<file path="config.mk">
export PLATFORM = sky130hd
export DESIGN_NAME = timer_entry
export DESIGN_NICKNAME = d
export VERILOG_FILES = /design/src/rtl/timer_entry.sv
export SDC_FILE = /design/constraint.sdc
export NUM_CORES = 1
export LEC_CHECK = 0
export BUFFER_PORTS_ARGS = -buffer_cell sky130_fd_sc_hd__buf_2
export CAP_MARGIN = 20
export CORE_UTILIZATION = 40
export DETAILED_ROUTE_END_ITERATION = 8
export GPL_ROUTABILITY_DRIVEN = 0
export MAX_ROUTING_LAYER = met4
export SYNTH_ARGS = -nofsm -noshare
export SYNTH_HDL_FRONTEND = slang
export SYNTH_SLANG_ARGS = --single-unit
</file>
<file path="constraint.sdc">
create_clock -name clk_i -period 1.5 [get_ports clk_i]
set_input_delay 0 -clock clk_i [delete_from_list [all_inputs] [get_ports clk_i]]
set_output_delay 0 -clock clk_i [all_outputs]
set_load 0.02 [all_outputs]
</file>
<file path="src/rtl/timer_entry.sv">
// Keypad entry writer for the MM:SS countdown chain: collects BCD digits, validates them,
// then strobes them into the counters (loadn low for LOAD_PULSE_CYCLES) and pulses start.
module timer_entry #(
  parameter int NUM_DIGITS        = 4,
  parameter int SEC_TENS_MAX      = 5,
  parameter int LOAD_PULSE_CYCLES = 2
) (
  input  logic                      clk_i,
  input  logic                      clr_i,
  input  logic                      key_valid_i,
  input  logic [3:0]                key_code_i,
  input  logic                      done_i,
  output logic [4*NUM_DIGITS-1:0]   load_data_o,
  output logic                      loadn_o,
  output logic                      start_o,
  output logic                      abort_o,
  output logic                      err_o,
  output logic                      key_ready_o,
  output logic                      busy_o
);

  localparam int DW  = 4 * NUM_DIGITS;
  localparam int CW  = $clog2(NUM_DIGITS + 1);
  localparam int LCW = (LOAD_PULSE_CYCLES > 1) ? $clog2(LOAD_PULSE_CYCLES) : 1;

  localparam logic [CW-1:0]  CNT_FULL     = CW'(NUM_DIGITS);
  localparam logic [LCW-1:0] LOAD_LAST    = LCW'(LOAD_PULSE_CYCLES - 1);
  localparam logic [3:0]     SEC_TENS_LIM = 4'(SEC_TENS_MAX);

  typedef enum logic [1:0] {
    S_IDLE  = 2'd0,
    S_ENTRY = 2'd1,
    S_LOAD  = 2'd2,
    S_RUN   = 2'd3
  } state_t;

  state_t         state_q;
  logic [DW-1:0]  digits_q;
  logic [CW-1:0]  cnt_q;
  logic [LCW-1:0] load_cnt_q;
  logic           loadn_q;
  logic           start_q;
  logic           abort_q;
  logic           err_q;

  logic is_digit;
  logic is_clear;
  logic is_start;
  logic entry_ok;

  assign is_digit = key_valid_i && (key_code_i <= 4'd9);
  assign is_clear = key_valid_i && (key_code_i == 4'hA);
  assign is_start = key_valid_i && (key_code_i == 4'hB);

  // Digits are BCD by construction, so only the seconds-tens limit and all-zero need checking.
  assign entry_ok = (digits_q[7:4] <= SEC_TENS_LIM) && (digits_q != '0);

  always_ff @(posedge clk_i) begin
    if (clr_i) begin
      state_q    <= S_IDLE;
      digits_q   <= '0;
      cnt_q      <= '0;
      load_cnt_q <= '0;
      loadn_q    <= 1'b1;
      start_q    <= 1'b0;
      abort_q    <= 1'b0;
      err_q      <= 1'b0;
    end else begin
      start_q <= 1'b0;
      abort_q <= 1'b0;
      err_q   <= 1'b0;
      case (state_q)
        S_IDLE, S_ENTRY: begin
          if (is_digit) begin
            if (cnt_q < CNT_FULL) begin
              digits_q <= {digits_q[DW-5:0], key_code_i};
              cnt_q    <= cnt_q + 1'b1;
              state_q  <= S_ENTRY;
            end else begin
              err_q <= 1'b1;
            end
          end else if (is_clear) begin
            digits_q <= '0;
            cnt_q    <= '0;
            state_q  <= S_IDLE;
          end else if (is_start) begin
            if ((state_q == S_ENTRY) && entry_ok) begin
              state_q    <= S_LOAD;
              loadn_q    <= 1'b0;
              load_cnt_q <= '0;
            end else begin
              err_q <= 1'b1;
            end
          end
        end
        S_LOAD: begin
          if (load_cnt_q == LOAD_LAST) begin
            loadn_q <= 1'b1;
            start_q <= 1'b1;
            state_q <= S_RUN;
          end else begin
            load_cnt_q <= load_cnt_q + 1'b1;
          end
        end
        S_RUN: begin
          // CLEAR and done land in the same place; only CLEAR reports an abort.
          if (is_clear || done_i) begin
            abort_q  <= is_clear;
            digits_q <= '0;
            cnt_q    <= '0;
            state_q  <= S_IDLE;
          end
        end
        default: state_q <= S_IDLE;
      endcase
    end
  end

  assign load_data_o = digits_q;
  assign loadn_o     = loadn_q;
  assign start_o     = start_q;
  assign abort_o     = abort_q;
  assign err_o       = err_q;
  assign key_ready_o = (state_q == S_IDLE) || (state_q == S_ENTRY);
  assign busy_o      = (state_q == S_LOAD) || (state_q == S_RUN);

endmodule
</file>
==> flow_metrics.tcl <==
set metrics [dict create \
    status "finished, violations left" \
    violations "design-rule violations" \
    clock-root-buffer "clkbuf_4" \
    clk_pin_slew_ns 0.14 \
    preCtsSetupSlack_ns 0.0111 \
    worstPathArrival_ns 1.68 \
    utilization_pct 57.9 \
    via_count 1172 \
    dieWidth_um 57.8 \
    yosysMostFrequentCell "nand2_1" \
    vdd_drop_max_uv 574 \
    hold_viol 0 \
    wl_per_cell_um 14.0 \
    critical_path_required_ns 1.73 \
    worstSetupStartpointType "flop" \
    yosysTopAreaCell "dfxtp_1" \
    dr.pass1.iters 6 \
    hold_depth 2 \
    core_area_sq_um 2850 \
    max_cap_violations 0 \
    r2r_end "state_q[0]$_SDFFE_PP0P_" \
    clkLatencyLatePin_ns 0.32 \
    layout.nets 199 \
    wl_mm 3.08 \
    cts_buffers 3 \
    route.antenna.remaining_nets 0 \
    synthArstFlopShare_pct 0 \
    diodes 0 \
    avgSynthCellArea_sq_um 8.78 \
    yosys_warnings 0 \
    cts_tree "done" \
    yosysTopAreaCellShare_pct 41.8 \
    placementRows 19 \
    p_leak_uw 0.000788 \
    crit_fanout 5 \
    crit_type "flop to flop" \
    ctsLongestPathBuffers 2 \
    gr-usage-all-layers_pct 20.8 \
    ys.flop_type "dfxtp_1" \
    drive_above_1_share_pct 38.6 \
    fill_cells 286 \
    netlist_area_sq_um 1250 \
    fin_worst_skew_ns 0.00335 \
    drtIter0Drc 27 \
    min_to "state_q[0]$_SDFFE_PP0P_" \
    setup_slack_ns 0.0477 \
    detailed_place_hpwl_mm 2.29 \
    clock.fmax_mhz 689 \
    worst-slew-pin-transition_ns 0.310 \
    grt_pass1_vias 1136 \
    final_cell_area_sq_um 1650 \
    synth_edf_count 0 \
    slew_violations 0 \
    rr_startpoint "load_data_o[6]$_SDFFE_PP0P_" \
    worst_r2r_path_depth 4 \
    start_util_pct 43.7 \
    drcViolationCount 1 \
    dpl_cell_area_sq_um 1530 \
    die-area_sq_um 3340 \
    antenna_found_initial 0 \
    chipHeight_um 57.8 \
    fin_crit_ns 1.45 \
    synthCells 142 \
    grt_overflow 0 \
    period_share_pct 96.8 \
    grt_pass1_wl_mm 5.19 \
    area_growth_pct 32.6 \
    critPathCaptureType "flop" \
    via_per_inst 5.33 \
    cts_num_sinks 26 \
    hp-class "input pin to flop" \
    synth_nets 151 \
    min_from "clr_i" \
    port_buffers 29 \
    relSlewSlack_pct 79.2 \
    ys_ff_latch 26 \
    ys_seq_area_share_pct 41.8 \
    yosysUniqueCellTypes 35 \
    p_per_area_nw_per_um2 829 \
    power_uw 1370 \
    synth_area_leaders "dfxtp_1, mux2i_1, nand2_1, nor2_1, buf_6" \
    setup_viol 0 \
    grt_max_degree 18 \
    yosys-top-cells-count "nand2_1, dfxtp_1, mux2i_1" \
    rrSetupSlack_ns 0.05 \
    rsz0062_at_grt "true" \
    h-tree-depth 1 \
    ioPinCount 30 \
]
final cells by class:
type	count	area [sq um]	share of cell area, %
repair buffers	52	357	21.6
multi-input cells	103	663	40.1
inverters	4	15.0	0.908
clock buffers	4	36.3	2.20
well taps	31	38.8	2.35
flip-flops and latches	26	543	32.9
state kept, by name, summed over array words and instances (netlist names):
name,cells
state_q,2
err_o,1
cnt_q,3
load_cnt_q,1
loadn_o,1
abort_o,1
start_o,1
load_data_o,16
through the flow:
| stage | instances | hold WS (ns) | TNS [ns] |
|---|---|---|---|
| after floorplan | 142 | 0.131 | 0 |
| after global placement | 209 | 0.274 | 0 |
| after detailed placement | 209 | 0.289 | 0 |
| after CTS | 218 | 0.0122 | 0 |
| after global routing | 220 | 0.0130 | -0.00841 |
| final | 220 | 0.0169 | 0 |
kinds of logic (layout without fill, tap and decap cells):
kind of cell	count (synthesis)	count (layout)	synth area share, %
and+or+nand+nor	63	63	23.1
DFF	26	26	41.8
buffers and inverters	13	60	6.12
muxes	17	17	13.7
adders and majority gates	1	1	1.00
AOI/OAI and AO/OA	22	22	14.4
worst max path at each step:
stage / from / to / slack [ns]
CTS: load_data_o[6]$_SDFFE_PP0P_ / state_q[0]$_SDFFE_PP0P_ / 0.0005
global route: load_data_o[6]$_SDFFE_PP0P_ / state_q[0]$_SDFFE_PP0P_ / -0.008
finish: load_data_o[6]$_SDFFE_PP0P_ / state_q[0]$_SDFFE_PP0P_ / 0.05
floorplan: load_data_o[12]$_SDFFE_PP0P_ / state_q[0]$_SDFFE_PP0P_ / 0.006
global placement: load_data_o[7]$_SDFFE_PP0P_ / state_q[0]$_SDFFE_PP0P_ / 0.05
detailed placement: load_data_o[7]$_SDFFE_PP0P_ / state_q[0]$_SDFFE_PP0P_ / 0.01
routing by layer:
metal	global-route usage, %	vias up	routed length, um
met4	7.82	0	26
li1	-	585	-
met1	24.4	556	1410
met5	-	-	0
met2	36.1	27	1530
met3	2.46	4	102
cell usage in the layout, fill, tap and decap left out, types with 2 or more instances in the layout:
cell            n
and3_1          2
nor4_1          3
inv_1           4
a21oi_1         4
nor2_1          9
dfxtp_4         3
buf_2          29
dfxtp_1        14
nand2_1        36
mux2i_1        17
nor3_1          3
o21ai_0         6
buf_4          16
buf_12          2
dfxtp_2         9
dlygate4sd3_1   4
clkbuf_4        3
power by group:
group | switching (uW) | internal [uW]
combinational | 150 | 145
sequential | 17.2 | 702
clock | 206 | 148
timing repair:
| item | CTS | global route |
|---|---|---|
| resized for setup | 3 | 5 |
| endpoints found under the hold margin | 4 | 0 |
| hold buffers | 4 | 0 |
| setup endpoints to repair | 1 | 9 |
| buffers inserted | 1 | 2 |
| pin swaps | 0 | 1 |
worst max-delay path: stages, from the launching register on:
cell and delay, ns:
dfxtp_4 0.39, a211oi_2 0.22, nand2_1 0.11, o311a_4 0.34, o41ai_2 0.31
Note: power is estimated with default switching activity, not from simulation.
